==> src/rtl/mat_op_pkg.sv <==
// rtl/mat_op_pkg.sv - shared states, write-source codes, opcodes and bank-select helper for mat_op_sequencer
package mat_op_pkg;

  typedef enum logic [2:0] {
    ST_IDLE,
    ST_FETCH,
    ST_LAUNCH,
    ST_RUN,
    ST_DONE
  } state_t;

  localparam logic [1:0] WR_SRC_NONE   = 2'b00;
  localparam logic [1:0] WR_SRC_ENCODE = 2'b01;
  localparam logic [1:0] WR_SRC_DECODE = 2'b10;

  localparam logic [2:0] OPC_ENC_DEC = 3'b110;

  // Two-bit bank select to one-hot {mem1_1, mem1_0, mem0_1, mem0_0}
  function automatic logic [3:0] bank_onehot(input logic [1:0] sel);
    bank_onehot = 4'b0001 << sel;
  endfunction

endpackage

==> src/rtl/mat_op_sequencer_desc_fetch_pipe.sv <==
// rtl/mat_op_sequencer_desc_fetch_pipe.sv - read-tag pipeline producing capture strobes RD_LAT cycles after issue
module desc_fetch_pipe #(
  parameter int RD_LAT = 1,
  parameter int SLOT_W = 3
) (
  input  logic              clk,
  input  logic              rstn,
  input  logic              flush,
  input  logic              issue_valid,
  input  logic [SLOT_W-1:0] issue_slot,
  output logic              cap_valid,
  output logic [SLOT_W-1:0] cap_slot
);

  // Return data is sampled on the edge closing the RD_LAT-th cycle of a read,
  // so the tag travels through RD_LAT-1 registers; RD_LAT=1 is a pass-through.
  generate
    if (RD_LAT == 1) begin : g_comb
      assign cap_valid = issue_valid & ~flush;
      assign cap_slot  = issue_slot;
    end else begin : g_pipe
      logic [RD_LAT-2:0] vld;
      logic [SLOT_W-1:0] slot [0:RD_LAT-2];

      // Shift {valid, slot}; flush drops every read still in flight
      always_ff @(posedge clk or negedge rstn) begin
        if (!rstn) begin
          vld <= '0;
          for (int i = 0; i < RD_LAT - 1; i++) slot[i] <= '0;
        end else if (flush) begin
          vld <= '0;
        end else begin
          vld[0]  <= issue_valid;
          slot[0] <= issue_slot;
          for (int i = 1; i < RD_LAT - 1; i++) begin
            vld[i]  <= vld[i-1];
            slot[i] <= slot[i-1];
          end
        end
      end

      assign cap_valid = vld[RD_LAT-2] & ~flush;
      assign cap_slot  = slot[RD_LAT-2];
    end
  endgenerate

endmodule

==> src/rtl/mat_op_sequencer.sv <==
// rtl/mat_op_sequencer.sv - matrix-op controller top (optional RUN watchdog via MAT_OP_WATCHDOG_EN)
module mat_op_sequencer
  import mat_op_pkg::*;
#(
  parameter int OPC_W            = 3,
  parameter int IDX_W            = 4,
  parameter int NUM_OPS          = 3,
  parameter int NUM_LOOPS        = 3,
  parameter int LOOP_W           = 11,
  parameter int ADDR_WIDTH       = 12,
  parameter int UINST_ADDR_WIDTH = 8,
  parameter int RD_LAT           = 1,
  parameter int TIMEOUT          = 4096,
  localparam int INST_W          = OPC_W + NUM_OPS*IDX_W + 1
) (
  input  logic                                  clk,
  input  logic                                  rstn,
  input  logic [INST_W-1:0]                     inst,
  input  logic                                  inst_valid,
  output logic                                  inst_ready,
  input  logic                                  abort,
  output logic                                  desc_rd_en,
  output logic [ADDR_WIDTH-1:0]                 desc_addr,
  input  logic [ADDR_WIDTH+1:0]                 desc_rd_data,
  output logic [OPC_W-1:0]                      uentry_addr,
  input  logic [UINST_ADDR_WIDTH-1:0]           uentry_data,
  output logic [NUM_OPS*(ADDR_WIDTH+2)-1:0]     op_base,
  output logic [ADDR_WIDTH+1:0]                 dst_base,
  output logic [NUM_LOOPS*LOOP_W-1:0]           loop_bound,
  output logic [UINST_ADDR_WIDTH-1:0]           upc_start,
  output logic                                  start_pulse,
  input  logic                                  ucode_done,
  output logic [3:0]                            mem_wr_en,
  output logic [1:0]                            wr_src,
  output logic                                  busy,
  output logic                                  op_done,
  output logic                                  err
);

  localparam int BASE_W    = ADDR_WIDTH + 2;
  localparam int NUM_RD    = NUM_OPS + NUM_LOOPS;
  localparam int FETCH_LEN = NUM_RD + RD_LAT - 1;
  localparam int CNT_W     = $clog2(FETCH_LEN + 1);
  localparam int SLOT_W    = $clog2(NUM_RD + 1);
  localparam int LA_W      = ADDR_WIDTH - 1;

  state_t                              state, state_d;
  logic [INST_W-1:0]                   inst_q;
  logic [CNT_W-1:0]                    fcnt;
  logic [NUM_OPS-1:0][BASE_W-1:0]      op_base_q;
  logic [NUM_LOOPS-1:0][LOOP_W-1:0]    loop_q;
  logic [IDX_W-1:0]                    idx_f [NUM_OPS];
  logic [OPC_W-1:0]                    opcode;
  logic [SLOT_W-1:0]                   issue_slot, cap_slot;
  logic                                cap_valid;
  logic                                wd_expire;

  assign opcode = inst_q[INST_W-1 -: OPC_W];

  generate
    for (genvar k = 0; k < NUM_OPS; k++) begin : g_idx
      assign idx_f[k] = inst_q[INST_W-1-OPC_W-k*IDX_W -: IDX_W];
    end
  endgenerate

  assign op_base    = op_base_q;
  assign loop_bound = loop_q;
  assign dst_base   = op_base_q[NUM_OPS-1] ^ (BASE_W'(1) << ADDR_WIDTH);

  // State register
  always_ff @(posedge clk or negedge rstn) begin
    if (!rstn) state <= ST_IDLE;
    else       state <= state_d;
  end

  // Next state and per-state strobes; abort overrides everything outside IDLE
  always_comb begin
    state_d     = state;
    inst_ready  = 1'b0;
    busy        = 1'b1;
    start_pulse = 1'b0;
    op_done     = 1'b0;
    err         = wd_expire;
    case (state)
      ST_IDLE: begin
        inst_ready = 1'b1;
        busy       = 1'b0;
        if (inst_valid) state_d = ST_FETCH;
      end
      ST_FETCH:  if (fcnt == CNT_W'(FETCH_LEN - 1)) state_d = ST_LAUNCH;
      ST_LAUNCH: begin
        start_pulse = ~abort;
        state_d     = ST_RUN;
      end
      ST_RUN: begin
        if (ucode_done)     state_d = ST_DONE;
        else if (wd_expire) state_d = ST_IDLE;
      end
      ST_DONE: begin
        op_done = ~abort;
        state_d = ST_IDLE;
      end
      default: state_d = ST_IDLE;
    endcase
    if (abort && state != ST_IDLE) state_d = ST_IDLE;
  end

  // Instruction latch on handshake and FETCH cycle counter
  always_ff @(posedge clk or negedge rstn) begin
    if (!rstn) begin
      inst_q <= '0;
      fcnt   <= '0;
    end else begin
      if (state == ST_IDLE && inst_valid) inst_q <= inst;
      if (state == ST_FETCH) fcnt <= fcnt + 1'b1;
      else                   fcnt <= '0;
    end
  end

  // Read issue: operand indices first, then the loop-bound area, one per cycle
  always_comb begin
    desc_rd_en  = 1'b0;
    desc_addr   = '0;
    uentry_addr = '0;
    issue_slot  = '0;
    if (state == ST_FETCH && fcnt < CNT_W'(NUM_RD)) begin
      desc_rd_en = 1'b1;
      issue_slot = SLOT_W'(fcnt);
      for (int k = 0; k < NUM_OPS; k++)
        if (fcnt == CNT_W'(k)) desc_addr = ADDR_WIDTH'(idx_f[k]);
      for (int j = 0; j < NUM_LOOPS; j++)
        if (fcnt == CNT_W'(NUM_OPS + j)) desc_addr = {1'b1, LA_W'(j)};
    end
    if (state == ST_FETCH && fcnt == '0) uentry_addr = opcode;
  end

  desc_fetch_pipe #(
    .RD_LAT (RD_LAT),
    .SLOT_W (SLOT_W)
  ) u_pipe (
    .clk         (clk),
    .rstn        (rstn),
    .flush       (abort),
    .issue_valid (desc_rd_en),
    .issue_slot  (issue_slot),
    .cap_valid   (cap_valid),
    .cap_slot    (cap_slot)
  );

  // Route each tagged return into its operand or loop-bound slot
  always_ff @(posedge clk or negedge rstn) begin
    if (!rstn) begin
      op_base_q <= '0;
      loop_q    <= '0;
    end else if (cap_valid) begin
      for (int k = 0; k < NUM_OPS; k++)
        if (cap_slot == SLOT_W'(k)) op_base_q[k] <= desc_rd_data;
      for (int j = 0; j < NUM_LOOPS; j++)
        if (cap_slot == SLOT_W'(NUM_OPS + j)) loop_q[j] <= desc_rd_data[LOOP_W-1:0];
    end
  end

  // Entry point arrives alongside the first descriptor return
  always_ff @(posedge clk or negedge rstn) begin
    if (!rstn)                               upc_start <= '0;
    else if (state == ST_DONE)               upc_start <= '0;
    else if (cap_valid && cap_slot == '0)    upc_start <= uentry_data;
  end

  // Write-port select: set in LAUNCH so it is live from the first RUN cycle
  always_ff @(posedge clk or negedge rstn) begin
    if (!rstn) begin
      mem_wr_en <= '0;
      wr_src    <= WR_SRC_NONE;
    end else if (abort || wd_expire || state == ST_DONE) begin
      mem_wr_en <= '0;
      wr_src    <= WR_SRC_NONE;
    end else if (state == ST_LAUNCH) begin
      mem_wr_en <= opcode[OPC_W-1] ? bank_onehot(dst_base[BASE_W-1 -: 2]) : 4'b0000;
      if (opcode == OPC_W'(OPC_ENC_DEC))
        wr_src <= inst_q[0] ? WR_SRC_DECODE : WR_SRC_ENCODE;
      else
        wr_src <= WR_SRC_NONE;
    end
  end

`ifdef MAT_OP_WATCHDOG_EN
  localparam int WD_W = $clog2(TIMEOUT);
  logic [WD_W-1:0] wd_cnt;

  // Count RUN cycles from zero on every entry into RUN
  always_ff @(posedge clk or negedge rstn) begin
    if (!rstn)                 wd_cnt <= '0;
    else if (state != ST_RUN)  wd_cnt <= '0;
    else                       wd_cnt <= wd_cnt + 1'b1;
  end

  assign wd_expire = (state == ST_RUN) && !ucode_done && !abort &&
                     (wd_cnt == WD_W'(TIMEOUT - 1));
`else
  assign wd_expire = 1'b0;
`endif

endmodule

==> config.mk <==
export PLATFORM = sky130hd
export DESIGN_NAME = mat_op_sequencer
export DESIGN_NICKNAME = d
export VERILOG_FILES = /design/src/rtl/mat_op_pkg.sv /design/src/rtl/mat_op_sequencer_desc_fetch_pipe.sv /design/src/rtl/mat_op_sequencer.sv
export SDC_FILE = /design/constraint.sdc
export NUM_CORES = 1
export LEC_CHECK = 0
export CAP_MARGIN = 20
export CELL_PAD_IN_SITES_DETAIL_PLACEMENT = 1
export CELL_PAD_IN_SITES_GLOBAL_PLACEMENT = 2
export CORE_MARGIN = 2
export CORE_UTILIZATION = 31
export CTS_CLUSTER_DIAMETER = 50
export DETAILED_ROUTE_END_ITERATION = 6
export HOLD_SLACK_MARGIN = 0.12
export PLACE_DENSITY = 0.95
export SYNTH_ARGS = -nofsm -noshare
export SYNTH_HDL_FRONTEND = slang
export SYNTH_SLANG_ARGS = --single-unit
==> constraint.sdc <==
create_clock -name clk -period 4.63 [get_ports clk]
set_input_delay 0.926 -clock clk [delete_from_list [all_inputs] [get_ports clk]]
set_output_delay 0.926 -clock clk [all_outputs]
set_load 0.1 [all_outputs]
==> metrics.md <==
| Metric | Value |
|---|---|
| First-pass GRT wire length | `20400 microns` |
| Vias | `3330` |
| Area Overhead vs Synth | `39.8%` |
| Commonest non-fill, non-tap cell in the layout | `clkdlybuf4s50_1` |
| Synth Area in Compound Gates | `2.92%` |
| Layout Cells excl Fill | `698` |
| Die Ht | `128 microns` |
| Min Hold Slack | `512 ps` |
| Post-DR vias/cell | `4.77` |
| Final #Nets | `553` |
| Mux cell area share after synthesis | `22.8%` |
| Final Critical Period | `3800 ps` |
| CP required | `3700 ps` |
| Main combinational cell family by area after synthesis | `multiplexers` |
| Sequential share of the synthesized area | `57.9%` |
| Critical path type | `reg -> out` |
| Drt initial violations | `72` |
| Top Family by Delay on Critical Path | `buffers and inverters` |
| Post-CTS Hold Fix Bufs | `0` |
| Post-CTS setup buffer count | `0` |
| Vias in the first global route | `3667` |
| Most frequent cells in the layout | `clkdlybuf4s50_1 (147), dfrtp_1 (111), mux2_2 (90)` |
| Critical path launch point type | `flop` |
| Total iterations of the first detailed-routing run | `4` |
| Clock latency on the worst-skew pair | `360 ps` |
| Avg WL per Cell | `18.5 microns` |
| Post-route ant nets | `0` |
| Max-slew violation count | `0` |
| Fmax achieved | `263 MHz` |
| EDFF count, synth | `0` |
| Post-CTS resize count | `0` |
| Slew @ Worst Pin | `1030 ps` |
| Share of cells above drive strength 1 | `25.3%` |
| Final Hold Violating Endpoints | `0` |
| Initial antenna violation count | `0` |
| Initial Util | `31.7%` |
| Critical Path Sink Type | `output port` |
| Synth Flop Type | `dfrtp_1` |
| Dominant cells by area after synthesis | `dfrtp_1 (58%), mux2_2 (21%), buf_4 (3.6%)` |
| Die ar. | `16500 sq um` |
| Post-place setup slack | `1190 ps` |
| Layout Skew | `11.1 ps` |
| H-tree lvl count | `3` |
| Clk slew on worst S/H paths | `70 ps` |
| Crit path cell chain | `or3b_2 -> a21oi_1 -> clkdlybuf4s50_1` |
| DRC viols | `0` |
| Slowest cell on crit path | `clkdlybuf4s50_1` |
| Total GRT Usage | `16.3%` |
| Synth Area in Adders | `1.30%` |
| Relative slew slack | `31.0%` |
| Post-synthesis xor/xnor area fraction | `0%` |
| Synth unique cells | `40` |
| Port Buffers | `158` |
| Setup TNS | `0 ps` |
| Synth Area in Simple Gates | `8.63%` |
| CTS max path bufs | `2` |
| Asr flop ratio synth | `100%` |
| # rows | `45` |
| Crit path DAT | `2870 ps` |
| Largest net degree at the start of global routing | `67` |
| Buf/Inv on CP | `1` |
| CTS Root Cell | `clkbuf_16` |
| Die width | `128 microns` |
| CTS Buf Count | `9` |
| Hold Path Class | `reg -> reg` |
| Dpl cells | `682` |
| MaxCap Viol Count | `0` |
| Outcome | `completed` |
| # diodes | `0` |
| Final setup violation count | `0` |
| GPL Wtd Cong | `0.780` |
| Final WL | `12900 microns` |
| Cells after synthesis | `361` |
| Area of the core | `15100 sq um` |
| Post-synthesis average cell area | `13.3 sq um` |
| Yosys warnings | `0` |
| Clock sinks | `111` |
| Tcrit/Tclk final | `82.1%` |
| CTS tree | `yes` |
| Mapped Area | `4800 sq um` |
| Number of I/O pins | `167` |
| CP max stage delay | `1160 ps` |
| Post-route setup slack | `830 ps` |
| RSZ-0062 raised after global routing | `no` |
| Flip-flop and latch count after synthesis | `111` |
| Yosys top cell area share | `57.9%` |
| Crit-path max FO | `13` |
| Detailed-placement wirelength estimate | `9330 microns` |
| Overflow after GRT | `0` |
| Yosys top cell by area | `dfrtp_1` |
## per-layer routing
metal | wire length (microns) | up-vias | global-route usage (%)
met3 | 986 | 12 | 6.20
met2 | 6350 | 115 | 26.8
met1 | 5370 | 1689 | 20.1
met5 | 0 | - | 0
met4 | 182 | 0 | 5.11
li1 | - | 1514 | -
## sequential cells by signal, indices dropped and copies added, names as in the netlist
signal,count
wr_src,2
mem_wr_en,4
state,3
loop_bound,33
fcnt,3
op_base,29
dst_base,13
inst_q,16
upc_start,8
## synthesized netlist by cell type (5+ instances only)
cell type,n
mux2_2,90
buf_2,7
mux2i_1,8
buf_4,23
ha_1,5
dfrtp_1,111
inv_1,16
a21oi_1,11
nand2_1,23
nor2_1,8
clkbuf_1,5
or3_1,6
## area by class of cell
class                           instances  area [sq um]
Multi-Input combinational cell        203          1750
Sequential cell                       111          2780
Clock buffer                           10           239
Fill cell                            1564          8440
Inverter                               17          63.8
Tap cell                              188           235
Timing Repair Buffer                  163          1590
Clock inverter                          6          53.8
## worst paths after layout
check	startpoint	to	slack, ps	depth (start not counted)
setup / recovery	state[1]	desc_rd_en	830	3
hold / removal	op_base[1]	op_base[1]	510	1
setup reg to reg	state[1]	loop_bound[5]	2290	3
hold reg to reg	op_base[1]	op_base[1]	510	1
max in group asynchronous	rstn	op_base[22]	3040	2
min in group asynchronous	rstn	inst_q[4]	660	1
## kinds of logic after synthesis
kind of cell               after synthesis
DFF                                    111
muxes                                   98
and+or+nand+nor                         69
buffers and inverters                   54
AOI/OAI and AO/OA                       23
adders and majority gates                5
other                                    1
## per-stage QoR
step | cell area [sq um] | util (%)
after global placement | 6420 | 42.4
after floorplan | 4820 | -
after global routing | 6710 | 44.3
after CTS | 6710 | 44.3
after detailed placement | 6420 | 42.4
final | 6710 | 44.3
Power is not shown: default switching activity piles up to over one toggle a cycle in this logic, so the estimate is an artifact.
